## src/rtl/calc1_pkg.sv

```systemverilog
`default_nettype none
// +--------------------------------------------------------------------+
// | calc1_pkg: command/response codes, widths and driver state type    |
// | rev 1.0                                                            |
// +--------------------------------------------------------------------+
package calc1_pkg;

  localparam int CMD_W  = 4;
  localparam int DATA_W = 32;
  localparam int RESP_W = 2;

  localparam logic [CMD_W-1:0] CMD_NONE = 4'd0;
  localparam logic [CMD_W-1:0] CMD_ADD  = 4'd1;
  localparam logic [CMD_W-1:0] CMD_SUB  = 4'd2;
  localparam logic [CMD_W-1:0] CMD_SHL  = 4'd5;
  localparam logic [CMD_W-1:0] CMD_SHR  = 4'd6;

  localparam logic [RESP_W-1:0] RESP_NONE = 2'd0;
  localparam logic [RESP_W-1:0] RESP_OK   = 2'd1;
  localparam logic [RESP_W-1:0] RESP_ERR  = 2'd2;
  localparam logic [RESP_W-1:0] RESP_TMO  = 2'd3;

  typedef enum logic [2:0] {
    ST_IDLE = 3'd0,
    ST_CMD  = 3'd1,
    ST_DATA = 3'd2,
    ST_WAIT = 3'd3,
    ST_DONE = 3'd4
  } drv_state_t;

endpackage
`default_nettype wire

```

## src/rtl/calc1_req_fifo.sv

```systemverilog
`default_nettype none
// +--------------------------------------------------------------------+
// | calc1_req_fifo: synchronous request FIFO with registered flags     |
// | rev 1.0                                                            |
// +--------------------------------------------------------------------+
module calc1_req_fifo #(
  parameter int DEPTH = 4,
  parameter int WIDTH = 68
) (
  input  logic             clk,
  input  logic             rst_n,
  input  logic             i_push,
  input  logic             i_pop,
  input  logic [WIDTH-1:0] i_wdata,
  output logic [WIDTH-1:0] o_rdata,
  output logic             o_full,
  output logic             o_empty
);

  localparam int c_ptr_w = $clog2(DEPTH);
  localparam int c_cnt_w = c_ptr_w + 1;
  localparam logic [c_cnt_w-1:0] c_count_full = c_cnt_w'(DEPTH);

  logic [WIDTH-1:0]   r_mem [DEPTH];
  logic [c_ptr_w-1:0] r_wr_ptr;
  logic [c_ptr_w-1:0] r_rd_ptr;
  logic [c_cnt_w-1:0] r_count;
  logic [c_cnt_w-1:0] w_count_nxt;
  logic               r_full;
  logic               r_empty;
  logic               w_wr;
  logic               w_rd;

  // A simultaneous pop frees the slot, so a full FIFO can still take a write.
  assign w_wr = i_push && (!r_full || i_pop);
  assign w_rd = i_pop && !r_empty;

  always_comb begin
    w_count_nxt = r_count;
    case ({w_wr, w_rd})
      2'b10:   w_count_nxt = r_count + 1'b1;
      2'b01:   w_count_nxt = r_count - 1'b1;
      default: w_count_nxt = r_count;
    endcase
  end

  always_ff @(posedge clk or negedge rst_n) begin
    if (!rst_n) begin
      r_wr_ptr <= '0;
      r_rd_ptr <= '0;
      r_count  <= '0;
      r_full   <= 1'b0;
      r_empty  <= 1'b1;
    end else begin
      if (w_wr) r_wr_ptr <= r_wr_ptr + 1'b1;
      if (w_rd) r_rd_ptr <= r_rd_ptr + 1'b1;
      r_count <= w_count_nxt;
      r_full  <= (w_count_nxt == c_count_full);
      r_empty <= (w_count_nxt == '0);
    end
  end

  always_ff @(posedge clk) begin
    if (w_wr) r_mem[r_wr_ptr] <= i_wdata;
  end

  assign o_rdata = r_mem[r_rd_ptr];
  assign o_full  = r_full;
  assign o_empty = r_empty;

endmodule
`default_nettype wire

```

## src/rtl/calc1_port_driver.sv

```systemverilog
`default_nettype none
// +--------------------------------------------------------------------+
// | calc1_port_driver: queues operations, drives one calc1 port, returns |
// | the response with a timeout guard.                       rev 1.0   |
// +--------------------------------------------------------------------+
module calc1_port_driver
  import calc1_pkg::*;
#(
  parameter int FIFO_DEPTH = 4,
  parameter int TIMEOUT    = 16
) (
  input  logic              c_clk,
  input  logic              reset,
  input  logic              req_valid,
  output logic              req_ready,
  input  logic [CMD_W-1:0]  req_cmd,
  input  logic [DATA_W-1:0] req_op1,
  input  logic [DATA_W-1:0] req_op2,
  output logic              rsp_valid,
  input  logic              rsp_ready,
  output logic [RESP_W-1:0] rsp_resp,
  output logic [DATA_W-1:0] rsp_data,
  output logic [CMD_W-1:0]  calc_cmd,
  output logic [DATA_W-1:0] calc_data,
  input  logic [RESP_W-1:0] calc_resp,
  input  logic [DATA_W-1:0] calc_result,
  output logic              spurious_err
);

  localparam int c_fifo_w = CMD_W + 2 * DATA_W;
  localparam int c_cnt_w  = $clog2(TIMEOUT);
  localparam logic [c_cnt_w-1:0] c_cnt_last = c_cnt_w'(TIMEOUT - 1);

  drv_state_t          r_state;
  drv_state_t          w_state_nxt;
  logic                w_fifo_full;
  logic                w_fifo_empty;
  logic                w_push;
  logic                w_pop;
  logic [c_fifo_w-1:0] w_fifo_wdata;
  logic [c_fifo_w-1:0] w_fifo_rdata;
  logic [CMD_W-1:0]    w_head_cmd;
  logic [DATA_W-1:0]   w_head_op1;
  logic [DATA_W-1:0]   w_head_op2;
  logic [CMD_W-1:0]    r_op_cmd;
  logic [DATA_W-1:0]   r_op1;
  logic [DATA_W-1:0]   r_op2;
  logic [c_cnt_w-1:0]  r_cnt;
  logic [c_cnt_w-1:0]  w_cnt_nxt;
  logic [CMD_W-1:0]    r_calc_cmd;
  logic [CMD_W-1:0]    w_calc_cmd;
  logic [DATA_W-1:0]   r_calc_data;
  logic [DATA_W-1:0]   w_calc_data;
  logic                w_latch;
  logic [RESP_W-1:0]   w_lat_resp;
  logic [DATA_W-1:0]   w_lat_data;
  logic                r_rsp_valid;
  logic [RESP_W-1:0]   r_rsp_resp;
  logic [DATA_W-1:0]   r_rsp_data;
  logic                r_spurious;

  assign w_push       = req_valid && !w_fifo_full;
  assign w_pop        = (r_state == ST_IDLE) && !w_fifo_empty;
  assign w_fifo_wdata = {req_cmd, req_op1, req_op2};
  assign {w_head_cmd, w_head_op1, w_head_op2} = w_fifo_rdata;

  calc1_req_fifo #(
    .DEPTH (FIFO_DEPTH),
    .WIDTH (c_fifo_w)
  ) u_req_fifo (
    .clk     (c_clk),
    .rst_n   (reset),
    .i_push  (w_push),
    .i_pop   (w_pop),
    .i_wdata (w_fifo_wdata),
    .o_rdata (w_fifo_rdata),
    .o_full  (w_fifo_full),
    .o_empty (w_fifo_empty)
  );

  // Port values are decoded from the current state and registered, so the
  // calc1 port lags the state by one cycle.
  always_comb begin
    w_state_nxt = r_state;
    w_cnt_nxt   = r_cnt;
    w_calc_cmd  = CMD_NONE;
    w_calc_data = '0;
    w_latch     = 1'b0;
    w_lat_resp  = RESP_NONE;
    w_lat_data  = '0;
    case (r_state)
      ST_IDLE: begin
        if (!w_fifo_empty) w_state_nxt = ST_CMD;
      end
      ST_CMD: begin
        w_calc_cmd  = r_op_cmd;
        w_calc_data = r_op1;
        w_state_nxt = ST_DATA;
      end
      ST_DATA: begin
        w_calc_data = r_op2;
        w_cnt_nxt   = '0;
        w_state_nxt = ST_WAIT;
      end
      ST_WAIT: begin
        if (calc_resp != RESP_NONE) begin
          w_latch     = 1'b1;
          w_lat_resp  = calc_resp;
          w_lat_data  = calc_result;
          w_state_nxt = ST_DONE;
        end else if (r_cnt == c_cnt_last) begin
          w_latch     = 1'b1;
          w_lat_resp  = RESP_TMO;
          w_state_nxt = ST_DONE;
        end else begin
          w_cnt_nxt = r_cnt + 1'b1;
        end
      end
      ST_DONE: begin
        if (rsp_ready) w_state_nxt = ST_IDLE;
      end
      default: w_state_nxt = ST_IDLE;
    endcase
  end

  always_ff @(posedge c_clk or negedge reset) begin
    if (!reset) r_state <= ST_IDLE;
    else        r_state <= w_state_nxt;
  end

  always_ff @(posedge c_clk or negedge reset) begin
    if (!reset) begin
      r_cnt       <= '0;
      r_op_cmd    <= CMD_NONE;
      r_op1       <= '0;
      r_op2       <= '0;
      r_calc_cmd  <= CMD_NONE;
      r_calc_data <= '0;
      r_rsp_valid <= 1'b0;
      r_rsp_resp  <= RESP_NONE;
      r_rsp_data  <= '0;
      r_spurious  <= 1'b0;
    end else begin
      r_cnt       <= w_cnt_nxt;
      r_calc_cmd  <= w_calc_cmd;
      r_calc_data <= w_calc_data;
      r_rsp_valid <= (w_state_nxt == ST_DONE);
      if (w_pop) begin
        r_op_cmd <= w_head_cmd;
        r_op1    <= w_head_op1;
        r_op2    <= w_head_op2;
      end
      if (w_latch) begin
        r_rsp_resp <= w_lat_resp;
        r_rsp_data <= w_lat_data;
      end
      if ((calc_resp != RESP_NONE) && (r_state != ST_WAIT)) r_spurious <= 1'b1;
    end
  end

  assign req_ready    = !w_fifo_full;
  assign rsp_valid    = r_rsp_valid;
  assign rsp_resp     = r_rsp_resp;
  assign rsp_data     = r_rsp_data;
  assign calc_cmd     = r_calc_cmd;
  assign calc_data    = r_calc_data;
  assign spurious_err = r_spurious;

endmodule
`default_nettype wire

```

## config.mk

```make
export PLATFORM = sky130hd
export DESIGN_NAME = calc1_port_driver
export DESIGN_NICKNAME = d
export VERILOG_FILES = /design/src/rtl/calc1_pkg.sv /design/src/rtl/calc1_req_fifo.sv /design/src/rtl/calc1_port_driver.sv
export SDC_FILE = /design/constraint.sdc
export NUM_CORES = 1
export LEC_CHECK = 0
export BUFFER_PORTS_ARGS = -buffer_cell sky130_fd_sc_hd__buf_2
export CAP_MARGIN = 20
export CORE_MARGIN = 5
export CORE_UTILIZATION = 50
export CTS_BUF_LIST = sky130_fd_sc_hd__clkbuf_4 sky130_fd_sc_hd__clkbuf_8 sky130_fd_sc_hd__clkbuf_16
export DETAILED_ROUTE_END_ITERATION = 10
export GPL_ROUTABILITY_DRIVEN = 0
export GPL_TIMING_DRIVEN = 0
export PLACE_DENSITY_LB_ADDON = 0.12
export SYNTH_ARGS = -nofsm -noshare
export SYNTH_HDL_FRONTEND = slang
export SYNTH_SLANG_ARGS = --single-unit
```

## constraint.sdc

```tcl
create_clock -name c_clk -period 6.1 [get_ports c_clk]
set_clock_uncertainty 0.1 [all_clocks]
set_input_delay 0.61 -clock c_clk [delete_from_list [all_inputs] [get_ports c_clk]]
set_output_delay 0.61 -clock c_clk [all_outputs]
set_load 0.02 [all_outputs]
```

Word level (Yosys, flattened, before mapping) --
Memories as Yosys holds them, arrays and structs flattened. A register that Yosys moved wholly into a read port is not among the register bits. Index checks and enable logic that the tools add are counted.
Operators by class: add/sub/neg operators 5, $mul 0, divide/modulo/power cells 0, order comparisons 0, equality and inequality tests 12, shift operators 0, mux-type cells 21, bitwise gates (word level) 0, reduce and logical (&&, ||, !) cells 14
Operator list (number):
- $mux 32 | 2
- $pmux 32 s2 | 1
- $pmux 3 s5 | 1
- $mux 3 | 4
- $mux 4 | 3
- $eq 3x3->1 const B | 3
- $pmux 4 s2 | 1
- $eq 3x2->1 const B | 2
- $logic_not 3->1 | 2
- $mux 2 | 3
- $pmux 3 s2 | 1
- $logic_and 1x1->1 | 5
- $mux 1 | 5
- $add 2x1->2 const B | 2
- $add 4x1->4 const B | 1
- $eq 4x4->1 const B | 1
- $ne 2x2->1 const B | 2
- $reduce_bool 2->1 | 2
- $add 3x1->3 const B | 1
- $eq 3x1->1 const B | 1
- $logic_not 1->1 | 3
- $ne 3x2->1 const B | 1
- $reduce_and 3->1 | 1
- $sub 3x1->3 const B | 1
- 3 further kinds | 3
Word-level totals: register bits 88, bits in latches 0, bits in writable memories 272, memory bits (read-only) 0, logic and storage cells 66, memories 1
Memories:
- u_req_fifo.r_mem | depth 4, width 68, rd ports 1, clocked after memory_dff 1, wr ports 1, line calc1_req_fifo.sv:24 | logic [WIDTH-1:0] r_mem [DEPTH];

Longest topological paths before layout --
Gate-level depths: netlist of the first run.
depth after elaboration 7, depth in mapped cells 9, gate-level depth less buffers 8

Cells and area by module --
From an unflattened synthesis of the first run, not the netlist that was laid out.
Second synthesis, totals: cells, all modules 745, area total of the unflattened synthesis 15976.6 sq um
Modules (own cells, without submodules):
- calc1_req_fifo | times used 1, cells an instance 397, area an instance 10383.7 sq um
- calc1_port_driver | times used 1, cells an instance 348, area an instance 5592.9 sq um

Least setup slack after synthesis of the first run --
Ideal clock, no wire load.
kind input port to flip-flop, from input req_valid, to memory u_req_fifo.r_mem[0][0] (enable), library setup time 0.433 ns, arrival 2.576 ns, required time 5.567 ns, path slack 2.991 ns, stages on the path 3, buffers on the path 1, cells stage by stage nor2b_1 clkbuf_1 and2_1
Between the ends: cells in the longest elaborated chain, start to end 4
Ends and longest elaborated chain:
- start, declared | line calc1_port_driver.sv:14 | input logic req_valid,
- $logic_and 1x1->1 | line calc1_port_driver.sv:62 | assign w_push = req_valid && !w_fifo_full;
- $logic_and 1x1->1 | line calc1_req_fifo.sv:35 | assign w_wr = i_push && (!r_full || i_pop);
- $mux 1 | line calc1_req_fifo.sv:64 | if (w_wr) r_mem[r_wr_ptr] <= i_wdata;
- $mux 1 (implied by the code) | line calc1_req_fifo.sv:64
- end, declared | line calc1_req_fifo.sv:24
No other way between the ends.

Worst setup path after layout of the first run --
from register r_state[2], to register u_req_fifo.r_count[2]
Between the ends: cells in the longest elaborated chain, start to end 6, elaborated cells between the ends (all ways) 8
Ends and longest elaborated chain:
- start, declared | line calc1_port_driver.sv:34 | drv_state_t r_state;
- start signal, assigned | line calc1_port_driver.sv:128 | else r_state <= w_state_nxt;
- $logic_not 3->1 * | line calc1_port_driver.sv:63 | assign w_pop = (r_state == ST_IDLE) && !w_fifo_empty;
- $logic_and 1x1->1 * | line calc1_port_driver.sv:63
- named net u_req_fifo.i_pop | line calc1_req_fifo.sv:13 | input logic i_pop,
- $logic_or 1x1->1 | line calc1_req_fifo.sv:35
- $logic_and 1x1->1 | line calc1_req_fifo.sv:35
- $eq 2x1->1 / $eq 2x2->1 (equally long branches) | line calc1_req_fifo.sv:40 | case ({w_wr, w_rd})
- $pmux 3 s2 * | line calc1_req_fifo.sv:40
- named net u_req_fifo.w_count_nxt[2] | line calc1_req_fifo.sv:28 | logic [c_cnt_w-1:0] w_count_nxt;
- end signal, assigned | line calc1_req_fifo.sv:57 | r_count <= w_count_nxt;
- end, declared | line calc1_req_fifo.sv:27 | logic [c_cnt_w-1:0] r_count;
The timed path passes the listed nets; every way through them passes the cells marked *. A chain may end at the register's enable or synchronous reset.

==> results of run 1 <==
-- synthesized netlist by cell type, types with 4 or more instances --
library cell / number
a21oi_1: 5
a22o_1: 64
and2_1: 8
buf_2: 14
buf_6: 8
clkbuf_1: 17
dfrtp_1: 155
edfxtp_1: 272
ha_1: 6
inv_1: 10
mux2_2: 62
mux2_4: 6
mux4_2: 68
o21ai_0: 4
-- cells by family (layout without fill, tap and decap cells) --
family	after synthesis	after routing	synth area share, %
XOR/XNOR	5	5	0.278
buffers and inverters	50	318	1.71
multiplexers	136	136	14.7
other	0	1	0
AO/OA/AOI/OAI	89	89	4.66
adder cells (fa/ha/maj)	7	7	0.604
flip-flops	428	428	76.7
AND/OR/NAND/NOR	30	30	1.30
-- sequential cells by signal, summed over array words and instances (netlist names), 2 cells and up --
signal	flops
r_op1	32
u_req_fifo.r_wr_ptr	2
u_req_fifo.r_rd_ptr	2
calc_data	32
calc_cmd	4
rsp_data	32
rsp_resp	2
r_cnt	4
u_req_fifo.r_count	3
u_req_fifo.r_mem	272
r_state	3
r_op2	32
r_op_cmd	4
-- area by class of cell --
type | count | area, µm²
clock inverters | 15 | 126
repair buffers | 184 | 1050
inverters | 10 | 37.5
plain buffers | 40 | 231
fillers | 2270 | 12500
diodes | 1 | 2.50
well taps | 402 | 503
clock buffers | 69 | 1400
flip-flops and latches | 428 | 12100
multi-input cells | 267 | 3410
-- per-layer routing --
| metal | track usage (%) | up-vias | share of wire [%] |
|---|---|---|---|
| met4 | 3.75 | 4 | 1.3 |
| met3 | 3.62 | 40 | 4.5 |
| met2 | 30.5 | 173 | 49 |
| met1 | 26.6 | 4067 | 45 |
| met5 | 0 | - | 0.065 |
| li1 | - | 3455 | - |
-- where the power goes --
part	internal (mW)	switching (mW)
Combinational	1.44	1.64
Clock	1.67	1.07
Sequential	3.95	0.294
-- worst max path at each step --
stage,end,cells past startpoint,slack [ps],startpoint
after floorplan,u_req_fifo.r_mem[0][0],3,2990,req_valid
after global placement,u_req_fifo.r_mem[0][22],4,1210,req_valid
after detailed placement,u_req_fifo.r_count[2],9,2860,r_state[2]
after CTS,u_req_fifo.r_count[2],9,2840,r_state[2]
after global routing,u_req_fifo.r_count[2],9,2730,r_state[2]
final,u_req_fifo.r_count[2],9,2880,r_state[2]
-- repair_timing --
action	CTS	global route
hold buffers	1	0
endpoints found under the setup margin	0	0
hold endpoints to repair	16	0
==> reports/metrics.cfg, run 1 <==
[detailed_routing]
dr_total_vias = 7739
via_per_inst = 5.47
dr.pass1.iters = 4
wire_per_inst_um = 22.8
drc = 0
wirelength_um = 32300
drt_iter0_drc = 391
drtAntennaViolNets = 0

[worst_setup_path]
critPathLaunchType = register
rrSetupSlack_ps = 2880
timing.rr.end = u_req_fifo.r_count[2]
critPathSlowestCell = nor4_4
critPathTopFamily = simple AND/OR/NAND/NOR gates
cp-end-kind = register
r2r_cells = 9
cp_max_fo = 10
cp.arrival_ps = 3540
path_buf_inv = 3
crit_chain = buf_6 > nor4_4 > buf_6 > ha_1 > inv_1 > fa_1 > xor2_1 > o21a_1 > or2_2
crit_type = reg2reg
r2r_start = r_state[2]
crit_required_ps = 6420
critical-path-max-stage-delay_ps = 890
crit_top_cell = buf_6

[place]
portBuffers = 178
pre_cts_ws_ps = 2860
dp.cells = 1330
dpl.hpwl_um = 19600
placed_area_um2 = 17300

[global_route]
grt_overflow_total = 0
grt_pass1_vias = 8338
grt_usage_pct = 18.6
grt_max_degree = 80
grt_pass1_wl_um = 50400
antenna_found_initial = 3

[finish]
final_common_cell = edfxtp_1
layout.cells.non_filler = 1416
fin_nets = 1089
final_cell_mix = edfxtp_1, buf_2, dfrtp_1
drive_gt1_share_pct = 42.8
finish.instance_area_um2 = 18800
final_util_pct = 60.1
syn2layout_area_growth_pct = 19.7

[floorplanning]
ios = 179
initial_core_util_pct = 50.3
core.rowCount = 65
die_y_um = 187
coreArea_um2 = 31300
dieArea_um2 = 35100
die_w_um = 187

[logic_synthesis]
synth_area_leaders = edfxtp_1, dfrtp_1, mux4_2
netlist-cell-type-count = 44
syn_area_um2 = 15700
yosysTopAreaCell = edfxtp_1
ys.flop_type = edfxtp_1
synth_edf_count = 272
async_reset_ff_share_pct = 36.4
synth.avg_cell_area_um2 = 21.1
synth.yosys.seq_area_share_pct = 76.7
synth_cells = 745
synth_fp_nets = 858
netlist.area_leader.share_pct = 51.9
synth_seq_cells = 428
yosys_warnings = 0

[clock_network]
cts.sinks = 428
cts_setup_buffers = 0
clk_latency_ps = 540
htree_levels = 2
root_buffer = clkbuf_16
clk_pin_slew_ps = 60
cts_resized = 0
numCtsBuffers = 45
clk_path_buf_depth = 3
cts_tree = built

[job]
maxCapViolations = 0

[hold_path]
min_path_cells = 2
whs_endpoint = r_state[2]
holdCritPathClass = in2reg
min_from = rsp_ready

[sta]
hold_ws_ps = 167
timing.fmax_mhz = 310
period_minus_slack_ps = 3220
drv_slew = 0
maxSlewHeadroom_pct = 31.7
tightestPinTransition_ps = 1020
setup_viol = 0
rsz0062_at_grt = false
setup_tns_ps = 0
hold_viol_final = 0
fin_crit_sh_pct = 52.8
setup_ws_ps = 2880

[power_and_ir_drop]
pwr_density_cell_nw_per_um2 = 534
p_leak_nw = 7.31
ir_worst_vdd_v = 0.000243
finalPower_mw = 10.1

[run_status]
outcome = finished clean

Power figures use the tool's default switching activity.
==> run 2: changes to the inputs <==
- clock period: 6.1 -> 3.08 ns (I/O delays scaled with it)
==> run 2 against run 1 <==
Against the previous run:
- clock power rose by 98%
- maximum frequency up 23%
- utilization rose by 3.3 points
- flip-flop and latch count unchanged
- power is 100% higher
- combinational power increased by 100%
- first-iteration DRC count is 2.6% higher
- critical endpoint unchanged
- largest cell class unchanged
- largest power group unchanged
- highest routed layer is now met4
==> reports/metrics.cfg, run 2 (synthesis gave the netlist of run 1 again) <==
[detailed_routing]
wire_per_inst_um = 22.2  ; -2.8%
wirelength_um = 33700  ; +4.2%
drtAntennaViolNets = 0  ; unchanged
drt_iter0_drc = 401  ; +2.6%
dr_total_vias = 8225  ; +6.3%
via_per_inst = 5.41  ; -0.93%
drc = 0  ; unchanged
dr.pass1.iters = 5  ; +1

[clock_network]
htree_levels = 2  ; unchanged
clk_path_buf_depth = 3  ; unchanged
clk_pin_slew_ps = 60  ; about the same
cts.sinks = 428  ; unchanged
cts_resized = 0  ; unchanged
numCtsBuffers = 45  ; unchanged
clk_latency_ps = 540  ; about the same
root_buffer = clkbuf_16
cts_tree = built

[global_route]
grt_max_degree = 80  ; unchanged
antenna_found_initial = 0  ; -3
grt_pass1_wl_um = 52900  ; +5.0%
grt_pass1_vias = 8972  ; +7.6%
grt_usage_pct = 19.4  ; +0.80 points
grt_overflow_total = 0  ; unchanged

[power_and_ir_drop]
pwr_density_cell_nw_per_um2 = 1010  ; +89%
p_leak_nw = 7.75  ; +6.0%
finalPower_mw = 20.1  ; +100%
ir_worst_vdd_v = 0.000488  ; +100%

[worst_setup_path]
r2r_cells = 9  ; unchanged
crit_type = reg2reg
r2r_start = r_state[2]
critPathTopFamily = simple AND/OR/NAND/NOR gates
endpoint = u_req_fifo.r_count[2]
cp_max_fo = 10  ; unchanged
crit_required_ps = 3400  ; -3020 ps
path_depth = 9  ; unchanged
crit_path_start = r_state[2]
critical-path-max-stage-delay_ps = 370  ; -520 ps
critPathSlowestCell = dfrtp_1
cp.arrival_ps = 2930  ; -610 ps
rrSetupSlack_ps = 470  ; -2410 ps
critPathLaunchType = register
crit_top_cell = buf_6
cp-end-kind = register
crit_chain = buf_6 > nor4_4 > buf_6 > ha_1 > inv_1 > fa_1 > xor2_1 > o21a_1 > or2_2
path_buf_inv = 3  ; unchanged
timing.rr.end = u_req_fifo.r_count[2]

[place]
dp.cells = 1330  ; unchanged
dpl.hpwl_um = 19600  ; unchanged
portBuffers = 178  ; unchanged
placed_area_um2 = 17300  ; unchanged

[finish]
largest_register_ffs = 272  ; unchanged
fin_nets = 1193  ; +9.6%
n_antenna_cell = 0  ; -1
final_cell_mix = edfxtp_1, buf_2, dfrtp_1
finish.instance_area_um2 = 19900  ; +5.5%
drive_gt1_share_pct = 38.9  ; -3.9 points
syn2layout_area_growth_pct = 26.2
final_util_pct = 63.5  ; +3.3 points
layout.cells.non_filler = 1519  ; +7.3%
final_common_cell = edfxtp_1
regMostFlops = u_req_fifo.r_mem

[sta]
timing.fmax_mhz = 383  ; +23%
setup_viol = 0  ; unchanged
setup_tns_ps = 0  ; unchanged
tightestPinTransition_ps = 1040  ; +26.4 ps
maxSlewHeadroom_pct = 30.4  ; -1.3 points
hold_viol_final = 0  ; unchanged
period_minus_slack_ps = 2610  ; -613 ps
rsz0062_at_grt = false
drv_slew = 0  ; unchanged
fin_crit_sh_pct = 84.8  ; +32 points

[run_status]
outcome = finished clean

[floorplanning]
die_w_um = 187  ; unchanged
ios = 179  ; unchanged
initial_core_util_pct = 50.3  ; unchanged
coreArea_um2 = 31300  ; unchanged
core.rowCount = 65  ; unchanged
die_y_um = 187  ; unchanged
dieArea_um2 = 35100  ; unchanged

[job]
maxCapViolations = 0  ; unchanged

[hold_path]
holdCritPathClass = in2async

-- run 2: changes by cell type in the layout (fill, tap and decap cells not counted), sizes merged --
cell         change
diode            -1
dlygate4sd3    +103
buf              +1
-- run 2: layer usage --
layer / track usage (%) / up-vias / part of all wire (%)
li1: - / 3666 / -
met1: 27.4 / 4301 / 44
met2: 31.9 / 200 / 50
met3: 3.43 / 58 / 4.2
met4: 4.91 / 0 / 1.9
met5: 0 / - / 0
-- run 2: how the worst min path moves through the flow --
stage | startpoint | to | slack (ps) | depth (start not counted)
detailed placement | reset | calc_cmd[3] | 250 | 1
floorplan | reset | calc_cmd[0] | -90 | 0
finish | reset | calc_cmd[3] | 220 | 2
global route | reset | calc_cmd[3] | 300 | 2
global placement | spurious_err | spurious_err | 360 | 1
CTS | reset | calc_cmd[3] | 280 | 2
-- run 2: metrics by stage --
step / worst slack [ps] / hold WS (ps)
global route: 362 / 296
global placement: -1510 / 357
detailed placement: -165 / 249
finish: 469 / 225
floorplan: 232 / -87.6
CTS: 472 / 284
-- run 2: what timing repair did --
item	CTS	global route
hold buffers	104	0
endpoints found under the setup margin	3	0
setup buffers	1	0
hold endpoints to repair	387	0
-- run 2: cell type report --
type / instances / area [µm²]
inverter: 10 / 37.5
buffer: 40 / 231
sequential: 428 / 12100
fill: 2180 / 11400
multi-input combinational: 267 / 3410
tap: 402 / 503
timing repair buffer: 288 / 2090
clock inverter: 15 / 126
clock buffer: 69 / 1400
-- run 2: power by group --
group          internal (mW)  switching (mW)  total [mW]
logic                   2.94            3.30        6.25
clock network           3.31            2.12        5.43
registers               7.83           0.593        8.43
total                   14.1            6.02        20.1
==> run 3: changes to the inputs <==
- ABC_AREA: not set -> 1
- clock period: 3.08 -> 2.4 ns (I/O delays scaled with it)
==> run 3 against run 2 <==
Against the previous run:
- combinational power up 68%
- power up 39%
- utilization down 0.51 points
- clock-buffer cell count down 7
- highest routed layer unchanged
==> reports/metrics.cfg, run 3 <==
[run_status]
outcome = finished clean

[logic_synthesis]
synth_edf_count = 272  ; unchanged
synth_area_leaders = edfxtp_1, dfrtp_1, nand2_1
netlist-cell-type-count = 31  ; -30%
yosysTopAreaCell = edfxtp_1
synth_common_cells = nand2_1, inv_1, edfxtp_1, nand3_1, dfrtp_1
synth_cells = 1691  ; +130%
yosys_warnings = 0  ; unchanged
synth_most_common_cell = nand2_1
netlist.area_leader.share_pct = 46.0  ; -5.9 points
syn_area_um2 = 17700  ; +13%
synth.avg_cell_area_um2 = 10.5  ; -50%
ys.flop_type = edfxtp_1
synth.yosys.seq_area_share_pct = 68.1  ; -8.7 points
synth_fp_nets = 1804  ; +110%
synth_seq_cells = 428  ; unchanged
async_reset_ff_share_pct = 36.4  ; unchanged

[clock_network]
clk_latency_ps = 530  ; about the same
clk_pin_slew_ps = 60  ; about the same
cts.sinks = 428  ; unchanged
numCtsBuffers = 45  ; unchanged
cts_tree = built
clk_path_buf_depth = 3  ; unchanged
htree_levels = 2  ; unchanged
root_buffer = clkbuf_16

[place]
dp.cells = 2343  ; +76%
placed_area_um2 = 19500  ; +13%
portBuffers = 178  ; unchanged
dpl.hpwl_um = 28600  ; +46%

[floorplanning]
ios = 179  ; unchanged
core.rowCount = 69  ; +6.2%
dieArea_um2 = 39300  ; +12%
coreArea_um2 = 35300  ; +13%
die_y_um = 198  ; +5.8%
initial_core_util_pct = 50.2  ; about the same
die_w_um = 198  ; +5.8%

[hold_path]
holdCritPathClass = in2async

[sta]
hold_viol_final = 0  ; unchanged
rsz0062_at_grt = false
period_minus_slack_ps = 2270  ; -342 ps
maxSlewHeadroom_pct = 58.6  ; +28 points
tightestPinTransition_ps = 621  ; -422 ps
timing.fmax_mhz = 441  ; +15%
fin_crit_sh_pct = 94.5  ; +9.8 points
setup_viol = 0  ; unchanged
drv_slew = 0  ; unchanged
hold_ws_ps = 124  ; -101 ps

[finish]
fin_nets = 2154  ; +81%
drive_gt1_share_pct = 19.8  ; -19 points
final_common_cell = nand2_1
finish.instance_area_um2 = 22200  ; +12%
final_util_pct = 62.9  ; -0.51 points
final_cell_mix = nand2_1, inv_1, edfxtp_1
largest_register_ffs = 272  ; unchanged
n_antenna_cell = 0  ; unchanged
ff_latch_area_um2 = 12100  ; unchanged
regMostFlops = u_req_fifo.r_mem
layout.cells.non_filler = 2538  ; +67%
nFillCells = 2788  ; +28%
syn2layout_area_growth_pct = 25.3
multi_input_area_um2 = 3840  ; +13%

[worst_setup_path]
cp.arrival_ps = 2640  ; -290 ps
r2r_start = r_state[1]
crit_required_ps = 2770  ; -630 ps
critPathLaunchType = register
rrSetupSlack_ps = 130  ; -340 ps
timing.rr.end = u_req_fifo.o_empty
crit_chain = nor2_2 > nand2_2 > inv_4 > buf_8 > buf_8 > ha_1 > inv_1 > fa_1 > nand2_1 > o21ai_2 > nand3_2 > nor2_1
cp_max_fo = 10  ; unchanged
crit_type = reg2reg
critPathSlowestCell = fa_1
r2r_cells = 12  ; +3
cp-end-kind = register
crit_top_cell = buf_8
critical-path-max-stage-delay_ps = 480  ; +110 ps

[global_route]
grt_max_degree = 104  ; +30%
grt_usage_pct = 21.5  ; +2.1 points
grt_pass1_wl_um = 65900  ; +25%
grt_pass1_vias = 12200  ; +36%
antenna_found_initial = 0  ; unchanged
grt_overflow_total = 0  ; unchanged

[power_and_ir_drop]
finalPower_mw = 28.0  ; +39%
ir_worst_vdd_v = 0.000763  ; +56%
p_leak_nw = 10.7  ; +38%
pwr_density_cell_nw_per_um2 = 1260  ; +25%

[detailed_routing]
via_per_inst = 4.82  ; -11%
dr.pass1.iters = 5  ; unchanged
wirelength_um = 42300  ; +25%
drt_iter0_drc = 741  ; +85%
dr_total_vias = 12200  ; +49%
wire_per_inst_um = 16.7  ; -25%
drc = 0  ; unchanged
drtAntennaViolNets = 0  ; unchanged

[job]
maxCapViolations = 0  ; unchanged

-- run 3: area by class of cell --
class | instances | share of cell area [%]
multi-input cells | 822 | 17.3
flip-flops and latches | 428 | 54.3
clock inverters | 21 | 0.844
repair buffers | 303 | 10.4
plain buffers | 75 | 2.25
inverters | 366 | 6.20
well taps | 461 | 2.60
clock buffers | 62 | 6.13
-- run 3: kinds of logic (layout without fill, tap and decap cells) --
family | after synthesis | in the layout | share of synthesized area (%)
compound gates | 108 | 108 | 4.15
flops | 428 | 428 | 68.1
fa+ha+maj | 7 | 7 | 0.536
buf+inv | 441 | 827 | 10.6
simple gates | 705 | 705 | 16.6
xor+xnor | 2 | 2 | 0.0988
-- run 3: timing repair --
item / in CTS / in global routing
pin swaps: 1 / 3
setup endpoints to repair: 2 / 22
buffers inserted: 3 / 4
hold endpoints to repair: 364 / 0
resized for setup: 2 / 5
hold buffers: 105 / 0
-- run 3: worst max-delay path by stage --
| stage | startpoint | endpoint | slack, ps | cells after the start |
|---|---|---|---|---|
| CTS | r_state[0] | u_req_fifo.o_full | 20 | 12 |
| floorplan | u_req_fifo.o_full | u_req_fifo.r_mem[0][0] | -670 | 3 |
| global route | r_state[1] | u_req_fifo.o_empty | 5 | 13 |
| global placement | u_req_fifo.o_full | u_req_fifo.r_mem[0][0] | -2200 | 3 |
| detailed placement | r_state[1] | u_req_fifo.o_full | -70 | 12 |
| finish | r_state[1] | u_req_fifo.o_empty | 130 | 12 |
-- run 3: metrics by stage --
step                      setup slack [ps]  setup TNS (ps)
after floorplan                       -674         -183440
after global placement               -2200         -813190
after detailed placement             -69.3            -123
after CTS                             16.5               0
after global routing                  4.96               0
final                                  131               0
-- run 3: critical path, delay by kind of cell (launching register included) --
kind	cells	cell delay, ps
adder cells (fa/ha/maj)	2	650
AND/OR/NAND/NOR	5	550
buffers and inverters	4	450
flip-flops	1	390
AO/OA/AOI/OAI	1	80
-- run 3: report_power, final --
part	internal [mW]	total [mW]	switching, mW	leakage [nW]
Sequential	9.94	10.5	0.550	4.46
Clock	4.30	7.07	2.78	0.779
Combinational	3.46	10.5	6.99	5.45
-- run 3: metal layers --
layer  up-vias  part of all wire (%)  track usage, %
met3        67                   5.4            2.91
met2       321                    47            36.1
met4         0                   2.6            5.74
li1       6028                     -               -
met5         -                     0               0
met1      5810                    45            30.0
